$ cat src/rtl/pipe_ctrl.sv
// Pipeline control: stall merging, exception/ERET flush and redirect, deferred flush while
// AXI buses drain. Optional stall watchdog enabled by defining PIPE_CTRL_WDOG_EN.
module pipe_ctrl #(
  parameter logic [31:0] EXC_VECTOR = 32'hBFC00380,
  parameter int unsigned WDOG_LIMIT = 1023
) (
  input  logic        clk,
  input  logic        rst,
  input  logic        stallreq_if,
  input  logic        stallreq_id,
  input  logic        stallreq_ex,
  input  logic        stallreq_mem,
  input  logic [31:0] excepttype,
  input  logic [31:0] cp0_epc,
  output logic [5:0]  stall,
  output logic        flush,
  output logic [31:0] new_pc,
  output logic [31:0] stall_cycles,
  output logic        wdog_timeout
);

  typedef enum logic [0:0] {StRun, StDrain} state_e;

  localparam logic [31:0] ExcEret = 32'h0000000E;
  localparam logic [5:0]  StallAll = 6'b111111;

  state_e      state_q, state_d;
  logic [31:0] exc_q, exc_d;
  logic [31:0] epc_q, epc_d;
  logic [31:0] stall_cycles_q;
  logic [5:0]  prio_stall;
  logic        bus_busy;

  assign bus_busy = stallreq_if | stallreq_mem;

  always_comb begin
    prio_stall = 6'b000000;
    if (stallreq_mem)     prio_stall = 6'b011111;
    else if (stallreq_ex) prio_stall = 6'b001111;
    else if (stallreq_id) prio_stall = 6'b000111;
    else if (stallreq_if) prio_stall = 6'b000011;
  end

  always_comb begin
    state_d = state_q;
    exc_d   = exc_q;
    epc_d   = epc_q;
    stall   = 6'b000000;
    flush   = 1'b0;
    new_pc  = EXC_VECTOR;
    unique case (state_q)
      StRun: begin
        new_pc = (excepttype == ExcEret) ? cp0_epc : EXC_VECTOR;
        if (excepttype != 32'd0) begin
          if (!bus_busy) begin
            flush = 1'b1;
          end else begin
            // Hold everything until in-flight bus transfers complete.
            exc_d   = excepttype;
            epc_d   = cp0_epc;
            stall   = StallAll;
            state_d = StDrain;
          end
        end else begin
          stall = prio_stall;
        end
      end
      StDrain: begin
        new_pc = (exc_q == ExcEret) ? epc_q : EXC_VECTOR;
        if (bus_busy) begin
          stall = StallAll;
        end else begin
          flush   = 1'b1;
          state_d = StRun;
        end
      end
      default: state_d = StRun;
    endcase
    if (rst) begin
      stall  = 6'b000000;
      flush  = 1'b0;
      new_pc = EXC_VECTOR;
    end
  end

  always_ff @(posedge clk) begin
    if (rst) begin
      state_q        <= StRun;
      exc_q          <= '0;
      epc_q          <= '0;
      stall_cycles_q <= '0;
    end else begin
      state_q <= state_d;
      exc_q   <= exc_d;
      epc_q   <= epc_d;
      if (stall != 6'b000000) stall_cycles_q <= stall_cycles_q + 32'd1;
    end
  end

  assign stall_cycles = stall_cycles_q;

  localparam logic [15:0] WdogMax = 16'(WDOG_LIMIT);

`ifdef PIPE_CTRL_WDOG_EN
  logic [15:0] wdog_cnt_q, wdog_cnt_d;
  logic        wdog_q;

  always_comb begin
    wdog_cnt_d = wdog_cnt_q;
    if (stall == 6'b000000)        wdog_cnt_d = '0;
    else if (wdog_cnt_q < WdogMax) wdog_cnt_d = wdog_cnt_q + 16'd1;
  end

  always_ff @(posedge clk) begin
    if (rst) begin
      wdog_cnt_q <= '0;
      wdog_q     <= 1'b0;
    end else begin
      wdog_cnt_q <= wdog_cnt_d;
      if (wdog_cnt_d == WdogMax) wdog_q <= 1'b1;
    end
  end

  assign wdog_timeout = wdog_q;
`else
  logic unused_wdog_limit;
  assign unused_wdog_limit = ^WdogMax;
  assign wdog_timeout      = 1'b0;
`endif

endmodule

$ cat config.mk
export PLATFORM = sky130hd
export DESIGN_NAME = pipe_ctrl
export DESIGN_NICKNAME = d
export VERILOG_FILES = /design/src/rtl/pipe_ctrl.sv
export SDC_FILE = /design/constraint.sdc
export NUM_CORES = 1
export LEC_CHECK = 0
export ABC_CLOCK_PERIOD_IN_PS = 5300
export CAP_MARGIN = 5
export CORE_MARGIN = 2
export CORE_UTILIZATION = 65
export DETAILED_ROUTE_END_ITERATION = 10
export DONT_BUFFER_PORTS = 1
export GPL_ROUTABILITY_DRIVEN = 0
export PLACE_DENSITY_LB_ADDON = 0.3
export SLEW_MARGIN = 10
export SYNTH_ARGS = -nofsm -noshare
export SYNTH_HDL_FRONTEND = slang
export SYNTH_SLANG_ARGS = --single-unit
$ cat constraint.sdc
create_clock -name clk -period 5.3 [get_ports clk]
set_input_delay 1.06 -clock clk [delete_from_list [all_inputs] [get_ports clk]]
set_output_delay 1.06 -clock clk [all_outputs]
set_load 0.05 [all_outputs]
==> After elaboration in Yosys (flattened, before gate mapping) <==
Index checks and enable logic that the tools add are counted.
{ "word_totals": {"regBits": 97, "latch_bits": 0, "ram_bits": 0, "romBits": 0, "input_bits": 70, "out_inout_bits": 72, "memories": 0} }
{ "classes": {"n_addsub": 1, "multipliers": 0, "div": 0, "n_lt_le_gt_ge": 0, "n_eq_ne": 2, "n_shift": 0, "muxes": 19, "bitwise_logic": 2, "n_reduce_logical": 3} }
{ "op_table": {"columns": ["op", "n"], "rows": [
  ["$mux 32", 3],
  ["$eq 32x4->1 const B", 2],
  ["$pmux 32 s2", 1],
  ["$add 32x1->32 const B", 1],
  ["$reduce_bool 32->1", 1],
  ["$mux 6", 3],
  ["$pmux 6 s2", 1],
  ["$reduce_bool 6->1", 1],
  ["$mux 1", 5],
  ["$mux 5", 1],
  ["$mux 4", 1],
  ["$pmux 1 s2", 2],
  ["$mux 3", 1],
  ["$reduce_and 3->1", 1],
  ["$mux 2", 1],
  ["$not 1->1", 1],
  ["$or 1x1->1", 1]
]} }

==> Depth between registers and ports, before layout <==
{ "logic_depth": {"ltp_word": 8, "ltp_mapped": 7, "depth_no_buf": 6} }

==> Worst setup path before layout <==
Ideal clock, no wire load.
{ "synth_path": {"path_type": "input port to output port", "start": "in excepttype[31]", "end": "out stall[2]", "arrival_ns": 3.002, "slack_ns": 1.238, "path_stages": 5, "path_cell_list": "nor4_4 -> nand4_2 -> nor3_1 -> o21ai_0 -> a31oi_1"} }
{ "synth_between": {"elab_chain_len": 4} }
{ "synth_lines": {"columns": ["item", "line_no", "text"], "rows": [
  ["start, declared", "13", "input logic [31:0] excepttype,"],
  ["$reduce_bool 32->1", "54", "if (excepttype != 32'd0) begin"],
  ["$mux 6", "54", null],
  ["$pmux 6 s2", "51", "unique case (state_q)"],
  ["$mux 6", "79", "if (rst) begin"],
  ["end, declared", "15", "output logic [5:0] stall,"]
]} }
No other way between the ends.

==> Worst setup path after layout <==
{ "layout_path": {"start": "in excepttype[18]", "end": "out stall[2]"} }
The elaborated chain is that of the path after synthesis.

==> reports/summary.md <==
The run finished with clean final reports. The tools report the terminating pin of the worst hold path as epc_q[5]. The net count after synthesis was 693. Global-route wire length before repair: 19300 microns. The residual overflow from global routing is 0. Counting along the longest clock path gives a buffer depth of 2.

The adder and majority gate portion of the synthesized area works out to 0.00261. Relative to the synthesized area, the layout overhead comes to 8.16%. The initial antenna violation count was 0. For this run, the detailed router's first-pass iteration total came to 7. Along the worst path, the maximum fanout reaches 7. For the global-route track usage on met1, the log shows 0.333. In this run the most used layer during global routing was met2.

For the worst setup path, the data required time is 4.24 ns. The run gives 0 as the total count of hold-check failures in the final report. The met3 track demand over resource in global routing was 0.0712. The worst-case IR drop observed on VDD is 0.000147 V.

The fraction of final layout cells with drive strength greater than 1 came out at 0.123. The logs give 0 for the final number of max-transition violations and 1.13 ns for the placement-stage worst setup slack. The residual antenna-violating net count after detailed routing came out at 0. At the worst endpoint, the arrival time is 3.08 ns.

The clock skew after layout was 0.0125 ns. The run gives 0 as the count of yosys warnings during synthesis. The count of buffer and inverter cells on the critical path was 1; the number of vias per cell after detailed routing was 6.22. The H-tree was split into 3 levels.

For the power consumption, the log shows 0.00141 W. The cell with the largest stage delay on the worst path was sky130_fd_sc_hd__nor3_1. The post-synthesis share of cell area spent on xor and xnor gates was 0.

Setup repair after global routing left no endpoint under its margin. The multi-input combinational cells in the finished layout cover a total of 2680 sq um. Dividing total power by cell area gives a power density of 273 nW/um^2. The critical path goes through nor4_2 -> nand3_1 -> nor3_1 -> o21ai_0 -> a31oi_1 -> buf_4.

The complex-gate fraction of the synthesized area is 0.173, and the clock transition time at the flip-flop clock pins of the worst setup and hold paths is 0.09 ns. Kind of cell adding the most delay to the critical path: simple AND/OR/NAND/NOR gates. The normalized max-slew margin is 0.227.

During placement, the flow inserted port buffers numbering 0. The die covers 8080 sq um. The run gives 0.405 as the register area share after synthesis. STA classifies the critical path endpoint as an output pin. The largest total area in the synthesized netlist belongs to sky130_fd_sc_hd__dfxtp_1.

Across all layers, the routed design uses 4467 vias. The run gives 246 as the iteration-0 DRC count of the detailed router. The simple-gate share of the synthesized area is 0.313, and the die height is 89.9 microns. After synthesis, the mean cell area works out to 7.71 sq um. The tools report the sum of negative setup slack as 0 ns. Delay of the slowest cell on the worst path: 0.67 ns. The reg-to-reg critical path startpoint is stall_cycles[0]. The die extent in x is 89.9 microns. In this run, post-CTS repair resized a total of 0 instances. The min-delay analysis places its worst path in the category flip-flop to flip-flop.

For the total inserted antenna cells, the log shows 0. In this run the most critical hold path is launched from epc_q[5]. For the final net count, the log shows 686. TritonCTS built the clock tree. During I/O placement, the number of pins put on the boundary was 142.

The proportion of netlist area held by the largest area contributor was 0.405. Synthesis produced a netlist whose cell count is 622. Buffers added to address setup during post-CTS repair amount to 0. The critical path in this run is classified as input port to output pin.

The worst-margin pin slew came out at 1.16 ns. The tool flagged a number of max-cap violations equal to 0. TritonCTS created 9 clock buffers. The pin count of the biggest net entering global routing was 158; the count of different cell masters after synthesis was 44.

The DRC violation count after routing is 0, and the leakage dissipation is 1.90 nW. The flip-flop and latch count after synthesis was 97; the count of cells along the worst hold path was 2. Summed over all nets, the half-perimeter wirelength after detailed placement is 8110 microns. The logs give 31 for the site row count and 580 for the number of fillers in the final layout. The endpoint identified for the worst register-to-register timing path is stall_cycles[22]. The via count of the first global-routing pass came out at 4199. For this design, the sink count on the clock tree is 97.

The portion of netlist area occupied by mux cells is 0.0642, and the number of hold buffers added after cts is 0. Dividing the detail-routed wire length by the instance count gives 16.2 microns. The run gives 2.30 ns as the slack of the worst reg-to-reg path. The met2 global-route usage was 0.499; the setup-violating endpoint count in the final report was 0.

The worst register-to-register path has a depth of 6. Final wirelength: 11600 microns. The core region is 7210 sq um.

Time the final worst path needs with I/O delays and setup: 4.14 ns. The worst setup path is launched from an input port. The total area of sequential cells came out at 1940 sq um. The tools report the highest achievable clock rate as 0.241 GHz.

By area, the combinational part of the netlist is dominated by simple AND/OR/NAND/NOR gates. The run gives 0.665 as the initial cell density of the core. The run gives 0.453 ns as the smallest hold slack. The share of the clock period used by the worst path works out to 0.782. The tools report the global router's overall resource usage as 0.287. After synthesis, the cell types taking the most area are sky130_fd_sc_hd__dfxtp_1, sky130_fd_sc_hd__nand2_1, sky130_fd_sc_hd__a21oi_1, sky130_fd_sc_hd__mux2_2, sky130_fd_sc_hd__nor2_1.

The clock network latency to the later pin of the worst-skew pair came out at 0.36 ns. Setup slack on the critical path of the routed design comes to 1.16 ns. The synthesized netlist occupies a cell area of 4800 sq um.

The master cell of the clock root buffer was sky130_fd_sc_hd__clkbuf_8.
## layer usage
| layer | share of wire | vias up | routed length [microns] |
|---|---|---|---|
| met4 | 0.026 | 0 | 304 |
| met5 | 0 | - | 0 |
| met1 | 0.39 | 2111 | 4480 |
| met2 | 0.50 | 172 | 5860 |
| met3 | 0.083 | 32 | 959 |
| li1 | - | 2152 | - |
## final cells by class
cell class	count	area share
clock inverter	5	0.0157
timing repair buffer	27	0.0415
multi-input combinational	475	0.517
inverter	5	0.00362
clock buffer	10	0.0246
sequential	97	0.374
tap	99	0.0239
## worst min-delay path, delay by kind of cell, from the launching register on
family | cells | cell delay [ns]
flip-flops | 1 | 0.32
AND/OR/NAND/NOR | 1 | 0.05
AO/OA/AOI/OAI | 1 | 0.05
## Yosys cell counts
master                      count
sky130_fd_sc_hd__conb_1         1
sky130_fd_sc_hd__buf_1          1
sky130_fd_sc_hd__o31ai_2        1
sky130_fd_sc_hd__nand4_1       10
sky130_fd_sc_hd__and4_1         5
sky130_fd_sc_hd__buf_2          2
sky130_fd_sc_hd__o21ai_0        7
sky130_fd_sc_hd__or4_1          2
sky130_fd_sc_hd__nand3_1       19
sky130_fd_sc_hd__nand2b_1      19
sky130_fd_sc_hd__nor3_1         9
sky130_fd_sc_hd__mux2i_1        6
sky130_fd_sc_hd__a21o_1         1
sky130_fd_sc_hd__nor4bb_1       2
sky130_fd_sc_hd__nor4_1        11
sky130_fd_sc_hd__and4b_1        1
sky130_fd_sc_hd__a21boi_0       4
sky130_fd_sc_hd__nor2b_1       19
sky130_fd_sc_hd__o31a_1         1
sky130_fd_sc_hd__o2111ai_1      4
sky130_fd_sc_hd__o22ai_1       13
sky130_fd_sc_hd__dfxtp_1       97
sky130_fd_sc_hd__a22oi_1       20
sky130_fd_sc_hd__ha_1           1
sky130_fd_sc_hd__a31oi_1        2
sky130_fd_sc_hd__nor4_2         1
sky130_fd_sc_hd__o211ai_1       2
sky130_fd_sc_hd__nor4_4         4
sky130_fd_sc_hd__and3_1         5
sky130_fd_sc_hd__clkbuf_1      40
sky130_fd_sc_hd__nor4b_1        1
sky130_fd_sc_hd__a211o_1        3
sky130_fd_sc_hd__nand2_1      136
sky130_fd_sc_hd__nor2_1        59
sky130_fd_sc_hd__a211oi_1       1
sky130_fd_sc_hd__o21bai_1       1
sky130_fd_sc_hd__nand4b_2       1
sky130_fd_sc_hd__or2_2          1
sky130_fd_sc_hd__a21oi_1       78
sky130_fd_sc_hd__inv_1          5
sky130_fd_sc_hd__a211oi_2       1
sky130_fd_sc_hd__mux2_2        22
sky130_fd_sc_hd__nand4_2        1
sky130_fd_sc_hd__buf_4          2
## sequential cells by signal, summed over array words and instances, names as in the netlist
| register | cells |
|---|---|
| state_q | 1 |
| exc_q | 32 |
| epc_q | 32 |
| stall_cycles | 32 |
## where the power goes
| group | switching (W) | internal, W |
|---|---|---|
| registers | 0.0000234 | 0.000762 |
| clock network | 0.000252 | 0.000264 |
| logic | 0.0000732 | 0.0000410 |
## metrics by stage
stage / utilization / instances / instance area [sq um]
global placement: 0.690 / 703 / 4980
detailed placement: 0.690 / 703 / 4980
CTS: 0.719 / 718 / 5190
floorplan: - / 622 / 4800
global route: 0.719 / 718 / 5190
finish: 0.719 / 718 / 5190
## how the worst max path moves through the flow
stage                   start  depth (start not counted)  slack (ns)       end
2_1_floorplan  excepttype[31]                          5        1.24  stall[2]
3_3_place_gp   excepttype[18]                          6        1.22  stall[2]
3_5_place_dp   excepttype[18]                          6        1.13  stall[2]
4_1_cts        excepttype[18]                          6        1.13  stall[2]
5_1_grt        excepttype[18]                          6        0.91  stall[2]
6_report       excepttype[18]                          6        1.16  stall[2]
## logic make-up after synthesis
| kind of cell | count (synthesis) |
|---|---|
| AND/OR/NAND/NOR | 306 |
| other | 1 |
| AO/OA/AOI/OAI | 139 |
| buffers and inverters | 50 |
| multiplexers | 28 |
| flip-flops | 97 |
| adder cells (fa/ha/maj) | 1 |
## layout by cell type (no fill, tap or decap), types with 5 or more instances in the layout
cell type | netlist | final
sky130_fd_sc_hd__and4_1 | 5 | 5
sky130_fd_sc_hd__nand3_1 | 19 | 19
sky130_fd_sc_hd__buf_4 | 2 | 26
sky130_fd_sc_hd__dfxtp_1 | 97 | 97
sky130_fd_sc_hd__nand4_1 | 10 | 10
sky130_fd_sc_hd__nor4_1 | 11 | 9
sky130_fd_sc_hd__o22ai_1 | 13 | 13
sky130_fd_sc_hd__nor3_1 | 9 | 9
sky130_fd_sc_hd__a22oi_1 | 20 | 20
sky130_fd_sc_hd__inv_1 | 5 | 5
sky130_fd_sc_hd__clkbuf_8 | 0 | 9
sky130_fd_sc_hd__nor2b_1 | 19 | 19
sky130_fd_sc_hd__nor2_1 | 59 | 59
sky130_fd_sc_hd__mux2_2 | 22 | 22
sky130_fd_sc_hd__and3_1 | 5 | 5
sky130_fd_sc_hd__nand2b_1 | 19 | 19
sky130_fd_sc_hd__mux2i_1 | 6 | 6
sky130_fd_sc_hd__nand2_1 | 136 | 136
sky130_fd_sc_hd__a21oi_1 | 78 | 78
sky130_fd_sc_hd__o21ai_0 | 7 | 7
Power figures use the tool's default switching activity.
